**src/rtl/sreg_pkg.sv**
```systemverilog
// Shared encodings for the universal shift register:
// operation modes, burst FSM states and the burst-mode test.
package sreg_pkg;

  localparam logic [2:0] MODE_HOLD = 3'b000;
  localparam logic [2:0] MODE_SHL  = 3'b001;
  localparam logic [2:0] MODE_SHR  = 3'b010;
  localparam logic [2:0] MODE_ROL  = 3'b011;
  localparam logic [2:0] MODE_ROR  = 3'b100;
  localparam logic [2:0] MODE_LOAD = 3'b101;
  localparam logic [2:0] MODE_CLR  = 3'b110;

  typedef enum logic [1:0] {
    S_IDLE = 2'd0,
    S_RUN  = 2'd1,
    S_DONE = 2'd2
  } state_t;

  // Only shifts and rotates may be repeated by a burst.
  function automatic logic is_burst_mode(input logic [2:0] m);
    return (m == MODE_SHL) || (m == MODE_SHR) ||
           (m == MODE_ROL) || (m == MODE_ROR);
  endfunction

endpackage

```
**src/rtl/sreg_next.sv**
```systemverilog
// Next-state datapath of the shift register: one operation
// applied to q, shared by single-cycle and burst paths.
module sreg_next
  import sreg_pkg::*;
#(
  parameter int WIDTH = 8
) (
  input  logic [WIDTH-1:0] q,
  input  logic [2:0]       op,
  input  logic             sin_l,
  input  logic             sin_r,
  input  logic [WIDTH-1:0] d,
  output logic [WIDTH-1:0] nxt
);

  always_comb begin
    nxt = q;
    unique case (op)
      MODE_SHL:  nxt = {q[WIDTH-2:0], sin_r};
      MODE_SHR:  nxt = {sin_l, q[WIDTH-1:1]};
      MODE_ROL:  nxt = {q[WIDTH-2:0], q[WIDTH-1]};
      MODE_ROR:  nxt = {q[0], q[WIDTH-1:1]};
      MODE_LOAD: nxt = d;
      MODE_CLR:  nxt = '0;
      default:   nxt = q;
    endcase
  end

endmodule

```
**src/rtl/univ_shift_reg.sv**
```systemverilog
// Universal shift register with single-cycle operations and
// an automatic N-step shift/rotate burst.
module univ_shift_reg
  import sreg_pkg::*;
#(
  parameter int WIDTH = 8,
  parameter int CNT_W = $clog2(WIDTH + 1)
) (
  input  logic             clk,
  input  logic             reset,
  input  logic             en,
  input  logic [2:0]       mode,
  input  logic [WIDTH-1:0] d,
  input  logic             sin_l,
  input  logic             sin_r,
  input  logic             start,
  input  logic [CNT_W-1:0] shift_n,
  output logic [WIDTH-1:0] q,
  output logic             sout_l,
  output logic             sout_r,
  output logic             busy,
  output logic             done
);

  state_t           state;
  state_t           state_nxt;
  logic [CNT_W-1:0] count;
  logic [2:0]       bmode;
  logic [2:0]       op;
  logic [WIDTH-1:0] q_nxt;
  logic             burst_go;

  assign burst_go = (state == S_IDLE) && start &&
                    is_burst_mode(mode);

  always_ff @(posedge clk) begin
    if (!reset) state <= S_IDLE;
    else        state <= state_nxt;
  end

  always_comb begin
    state_nxt = state;
    unique case (state)
      S_IDLE: begin
        if (burst_go)
          state_nxt = (shift_n == '0) ? S_DONE : S_RUN;
      end
      S_RUN: begin
        if (count == CNT_W'(1)) state_nxt = S_DONE;
      end
      S_DONE:  state_nxt = S_IDLE;
      default: state_nxt = S_IDLE;
    endcase
  end

  always_comb begin
    busy = (state == S_RUN);
    done = (state == S_DONE);
  end

  // The start edge itself leaves q untouched.
  always_comb begin
    op = MODE_HOLD;
    unique case (state)
      S_IDLE:  if (!burst_go && en) op = mode;
      S_RUN:   op = bmode;
      default: op = MODE_HOLD;
    endcase
  end

  sreg_next #(.WIDTH(WIDTH)) u_next (
    .q     (q),
    .op    (op),
    .sin_l (sin_l),
    .sin_r (sin_r),
    .d     (d),
    .nxt   (q_nxt)
  );

  always_ff @(posedge clk) begin
    if (!reset) begin
      q     <= '0;
      count <= '0;
      bmode <= MODE_HOLD;
    end else begin
      q <= q_nxt;
      if (burst_go) begin
        count <= shift_n;
        bmode <= mode;
      end else if (state == S_RUN) begin
        count <= count - 1'b1;
      end
    end
  end

  assign sout_l = q[WIDTH-1];
  assign sout_r = q[0];

endmodule

```
**config.mk**
```make
export PLATFORM = sky130hd
export DESIGN_NAME = univ_shift_reg
export DESIGN_NICKNAME = d
export VERILOG_FILES = /design/src/rtl/sreg_pkg.sv /design/src/rtl/sreg_next.sv /design/src/rtl/univ_shift_reg.sv
export SDC_FILE = /design/constraint.sdc
export NUM_CORES = 1
export LEC_CHECK = 0
export BUFFER_PORTS_ARGS = -buffer_cell sky130_fd_sc_hd__buf_2
export CAP_MARGIN = 10
export CORE_UTILIZATION = 30
export CTS_CLUSTER_DIAMETER = 60
export DETAILED_ROUTE_END_ITERATION = 8
export PLACE_DENSITY = 0.54
export SYNTH_ARGS = -nofsm -noshare
export SYNTH_HDL_FRONTEND = slang
export SYNTH_SLANG_ARGS = --single-unit
```
**constraint.sdc**
```tcl
create_clock -name clk -period 4.2 [get_ports clk]
set_clock_uncertainty 0.2 [all_clocks]
set_input_delay 0.21 -clock clk [delete_from_list [all_inputs] [get_ports clk]]
set_output_delay 0.21 -clock clk [all_outputs]
set_load 0.05 [all_outputs]
```
==> flow_summary.yaml, run 1 <==
outcome:
  status: "finished clean"
grt:
  grt_use_total_pct: 15.5
  grt_first_pass_wirelength_um: 4920
  grt_antenna_before_repair: 0
  grt_pass1_vias: 1066
  grt_max_degree: 17
  gr-total-overflow: 0
pwr:
  p_per_area_nw_per_um2: 392
  max-vdd-ir-drop_uv: 148
  p_leak_uw: 0.000578
clock_network:
  clock-sinks: 17
  cts_tree: "built"
  cts_setup_buffers: 0
  insertion_delay_ns: 0.25
  root_buffer: "clkbuf_8"
  post_cts_resized: 0
  clk_pin_slew_ns: 0.07
  postCtsHoldBufs: 0
  h-tree-depth: 1
  ctsLongestPathBuffers: 2
  numCtsBuffers: 3
yosys:
  syn_nets: 157
  netlist_area_um2: 1150
  synth.most_common_cell: "dfxtp_1"
  synth.largest_area_cell: "dfxtp_1"
  synth-async-reset-ratio_pct: 0
  synth_top_area_share_pct: 29.6
  ys_types: 49
  synth_area_leaders: "dfxtp_1, o221a_1, a21oi_1"
  synth_ff_type: "dfxtp_1"
  ys_ff_latch: 17
  synthTopCellsByCount: "dfxtp_1, a21oi_1, nand2_1"
  ys_warn_count: 0
  synth_edf_count: 0
  synth.avg_cell_area_um2: 8.57
  syn_inst: 134
  ys_seq_area_share_pct: 29.6
critical_path:
  crit_type: "reg -> reg"
  critPathBufInv: 0
  worstPathRequired_ns: 4.14
  cp_common_cell: "nand2_1"
  r2r-start: "state[0]"
  cp_top_family: "compound AO/OA/AOI/OAI gates"
  regToRegEndpoint: "q[7]"
  end_kind: "register"
  reg2reg_depth: 5
  path_cells: "nand2_1 -> o22ai_2 -> nand2_1 -> o221a_2 -> o221a_1"
  crit_arrival_ns: 2.42
  worstSetupStartpointType: "register"
  slowest_delay_ns: 0.58
  crit_fanout: 16
  rrSetupSlack_ns: 1.73
  cp_slowest_cell: "o22ai_2"
sta:
  setup_viol: 0
  setup_tns_ns: 0
  rsz0062_at_grt: "no"
  worst_slew_pin_slew_ns: 0.684
  worst_slew_margin_rel_pct: 54.4
  clock.fmax_ghz: 0.404
  hold_violations: 0
  worst_slack_ns: 1.73
  period_needed_ns: 2.47
  drv_slew: 0
  fin_crit_sh_pct: 58.9
placement:
  placed_cells: 206
  pre_cts_ws_ns: 1.78
  portBuffers: 32
  gp_congestion: 0.827
  dp_hpwl_um: 2250
die:
  boundaryPins: 33
  core_um2: 3660
  die_x_um: 63.9
  start_util_pct: 31.4
  rows: 22
  die_h_um: 63.9
  die-area_um2: 4080
cells_and_area:
  n_antenna_cell: 0
  drive_gt1_share_pct: 29.6
  area_growth_pct: 19.2
  nets: 186
  final_cell_count_no_fill: 210
route:
  antenna_left: 0
  viasPerCell: 5.51
  wl_per_cell_um: 14.2
  drt_iter0_drc: 74
  vias: 1157
  routed_wl_um: 2980
  drt-pass1-iter-count: 4
  route.detailed.drc: 0
flow_run:
  cap_violations: 0
min_path:
  worstHoldPathCells: 3
  min_to: "bmode[1]"
  holdCritPathClass: "in -> reg"
  min_from: "mode[1]"
-- cell usage in the layout, fill, tap and decap left out, types with 2 or more instances in the layout --
cell / count
nor3_1: 2
clkbuf_8: 3
nor2_1: 9
o21ai_0: 5
nor4_1: 2
nand3_1: 3
nor2b_1: 2
o211a_1: 4
nand2_1: 11
a21oi_1: 15
nor3b_1: 3
dfxtp_1: 17
o221a_1: 7
buf_2: 32
o221a_2: 5
ha_1: 2
inv_1: 7
o22ai_1: 2
-- cell type report --
type                            instances  area [um2]
Sequential cell                        17         340
Tap cell                               48        60.1
Inverter                                8        30.0
Multi-Input combinational cell        101         733
Clock buffer                            4        45.0
Timing Repair Buffer                   32         160
Fill cell                             392        2290
-- kinds of logic (layout without fill, tap and decap cells) --
group | Yosys count | count (layout) | synth area share (%)
AOI/OAI and AO/OA | 53 | 53 | 38.2
xor gates and xnor gates | 1 | 1 | 0.763
adders and majority gates | 4 | 4 | 4.03
buffers and inverters | 16 | 44 | 6.54
DFF | 17 | 17 | 29.6
and+or+nand+nor | 43 | 43 | 20.8
-- worst max path at each step --
stage          startpoint   end  slack, ns  depth (start not counted)
2_1_floorplan    state[1]  q[0]       2.25                          6
3_3_place_gp     state[0]  q[5]       1.85                          5
3_5_place_dp     state[0]  q[7]       1.78                          5
4_1_cts          state[0]  q[7]       1.77                          5
5_1_grt          state[0]  q[7]       1.58                          5
6_report         state[0]  q[7]       1.73                          5
-- worst reg2reg max path, cell delays in order, from the launching register on --
cell and delay, ns:
dfxtp_1 0.55, nand2_1 0.17, o22ai_2 0.58, nand2_1 0.32, o221a_2 0.32, o221a_1 0.22
-- state kept, by name, indices dropped and copies added, names as in the netlist --
name / flops
q: 8
count: 4
bmode: 3
state: 2
-- layer usage --
layer | wire (um) | global-route usage (%)
met2 | 1470 | 26.2
met4 | 33 | 5.40
met3 | 180 | 4.29
met1 | 1300 | 18.6
met5 | 0 | 0
-- power by group --
part           internal [uW]  switching [uW]  leakage, uW  total [uW]
logic                   73.1             131     0.000415         204
registers                182            25.8     0.000140         207
clock network           67.4            57.0    0.0000228         124
total                    322             214     0.000578         536
-- stage by stage --
step           util [%]  hold WS (ns)  area, um2  power [uW]
2_1_floorplan         -         0.146       1150         369
3_5_place_dp       36.2         0.256       1320         415
3_3_place_gp       36.2         0.264       1320         412
4_1_cts            37.4        0.0508       1370         540
5_1_grt            37.4        0.0619       1370         571
6_report           37.4        0.0492       1370         536
(Power assumes the default switching activity.)
==> run 2, diff against run 1 <==
==> constraint.sdc (replaced) <==
create_clock -name clk -period 2.6 [get_ports clk]
set_clock_uncertainty 0.2 [all_clocks]
set_input_delay 0.13 -clock clk [delete_from_list [all_inputs] [get_ports clk]]
set_output_delay 0.13 -clock clk [all_outputs]
set_load 0.05 [all_outputs]
==> run 2 against run 1 <==
Effect of this change: largest power group is now combinational cells; critical path depth is 2 higher; register-to-register slack worse by 1.5 ns; clock-buffer cell count is 1 lower; sequential power is 61% higher; non-clock buffer count is 7 higher; clock power is 72% higher; sequential cell count stayed put; sequential share of layout area is 1.2 points lower; die area stayed put; final cell count is 3.3% higher; total power is 66% higher.
==> flow_summary.yaml, run 2 (synthesized netlist as in run 1, its figures left out) <==
clock_network:
  post_cts_resized: 0
  clk_pin_slew_ns: 0.07
  h-tree-depth: 1
  root_buffer: "clkbuf_8"
  numCtsBuffers: 3
  clock-sinks: 17
  insertion_delay_ns: 0.26
  ctsLongestPathBuffers: 2
  cts_tree: "built"
critical_path:
  crit_arrival_ns: 2.38
  end_kind: "register"
  crit_fanout: 7
  path_cells: "dlygate4sd3_1 -> buf_2 -> or3b_4 -> a32oi_4 -> or2_1 -> a22oi_2 -> o221a_1"
  r2r-start: "state[1]"
  worstPathRequired_ns: 2.55
  cp_slowest_cell: "dlygate4sd3_1"
  reg2reg_depth: 5
  startpoint: "mode[2]"
  worstSetupStartpointType: "input port"
  crit_type: "in -> reg"
  slowest_delay_ns: 0.54
outcome:
  status: "finished clean"
placement:
  portBuffers: 32
  gp_congestion: 0.800
  placed_cells: 207
  dp_hpwl_um: 2270
pwr:
  clkPwrFrac_pct: 24.0
  pwr-share-seq_pct: 37.5
  p_comb_share_pct: 38.5
  p_per_area_nw_per_um2: 618
  swShare_pct: 40.7
  max-vdd-ir-drop_uv: 235
  power.total_uw: 890
  p_int_uw: 528
  p_leak_uw: 0.000607
  power.switching_uw: 362
cells_and_area:
  nFillCells: 393
  final_common_cell: "buf_2"
  multi_input_area_um2: 733
  regArea_um2: 340
  largest-register: "q"
  area_growth_pct: 25.4
  final_cell_count_no_fill: 217
  n_antenna_cell: 0
  reg_top3: "q x8, count x4, bmode x3"
  nets: 193
  largest_reg_flops: 8
  mostFrequentLayoutCells: "buf_2, dfxtp_1, a21oi_1"
  final_util_pct: 39.3
  drive_gt1_share_pct: 29.6
route:
  drt_iter0_drc: 91
  viasPerCell: 5.39
  vias: 1169
  routed_wl_um: 3070
  route.detailed.drc: 0
  drt-pass1-iter-count: 4
  antenna_left: 0
  wl_per_cell_um: 14.1
sta:
  period_needed_ns: 2.44
  clock.fmax_ghz: 0.411
  hold_violations: 0
  rsz0062_at_grt: "no"
  worst_slew_pin_slew_ns: 0.510
  whs_ns: 0.0119
  fin_crit_sh_pct: 93.7
  setup_viol: 0
  setup_tns_ns: 0
  drv_slew: 0
  worst_slew_margin_rel_pct: 65.9
die:
  start_util_pct: 31.4
  die_h_um: 63.9
  die-area_um2: 4080
  rows: 22
  boundaryPins: 33
  core_um2: 3660
  die_x_um: 63.9
grt:
  grt_pass1_vias: 1112
  grt_antenna_before_repair: 0
  grt_max_degree: 16
  grt_first_pass_wirelength_um: 5320
  grt_use_total_pct: 16.4
  gr-total-overflow: 0
min_path:
  min_from: "shift_n[0]"
  worstHoldPathCells: 3
  holdCritPathClass: "in -> reg"
flow_run:
  cap_violations: 0
-- run 2: per-layer routing --
layer  part of all wire, %  global-route usage [%]
met3                   4.6                    4.29
met2                    47                    27.0
met1                    47                    20.6
met4                  0.95                    5.11
met5                     0                       0
-- run 2: stage by stage --
stage          instance area (um2)  setup WS [ns]
2_1_floorplan                 1150          0.653
3_3_place_gp                  1330          0.343
3_5_place_dp                  1330          0.314
4_1_cts                       1440          0.194
5_1_grt                       1440          0.113
6_report                      1440          0.164
-- run 2: area by class of cell --
cell class              instances  share of cell area (%)
inverters                       8                    2.09
clock inverters                 1                   0.521
well taps                      48                    4.17
multi-input cells             101                    50.9
flip-flops and latches         17                    23.6
clock buffers                   3                    2.87
repair buffers                 39                    15.8
-- run 2: power by group through the flow --
stage | registers (uW) | clock network, uW | logic, uW
after floorplan | 390 | 0 | 207
after global placement | 338 | 0 | 332
after detailed placement | 340 | 0 | 334
after CTS | 334 | 218 | 343
after global routing | 341 | 228 | 370
final | 334 | 213 | 343
-- run 2: final timing paths --
path	to	slack (ns)
worst min register to register	bmode[2]	0.27
worst max register to register	q[4]	0.25
worst max-delay path	q[4]	0.16
worst min-delay path	count[0]	0.01
-- run 2: critical path: cells and delay by family --
family | cells | cell delay, ns
AOI/OAI and AO/OA | 3 | 0.83
and+or+nand+nor | 2 | 0.73
buffers and inverters | 2 | 0.70
-- run 2: repair_timing --
action                                 in CTS  in global routing
endpoints found under the hold margin       6                  0
buffers inserted                            0                  0
hold buffers                                6                  0
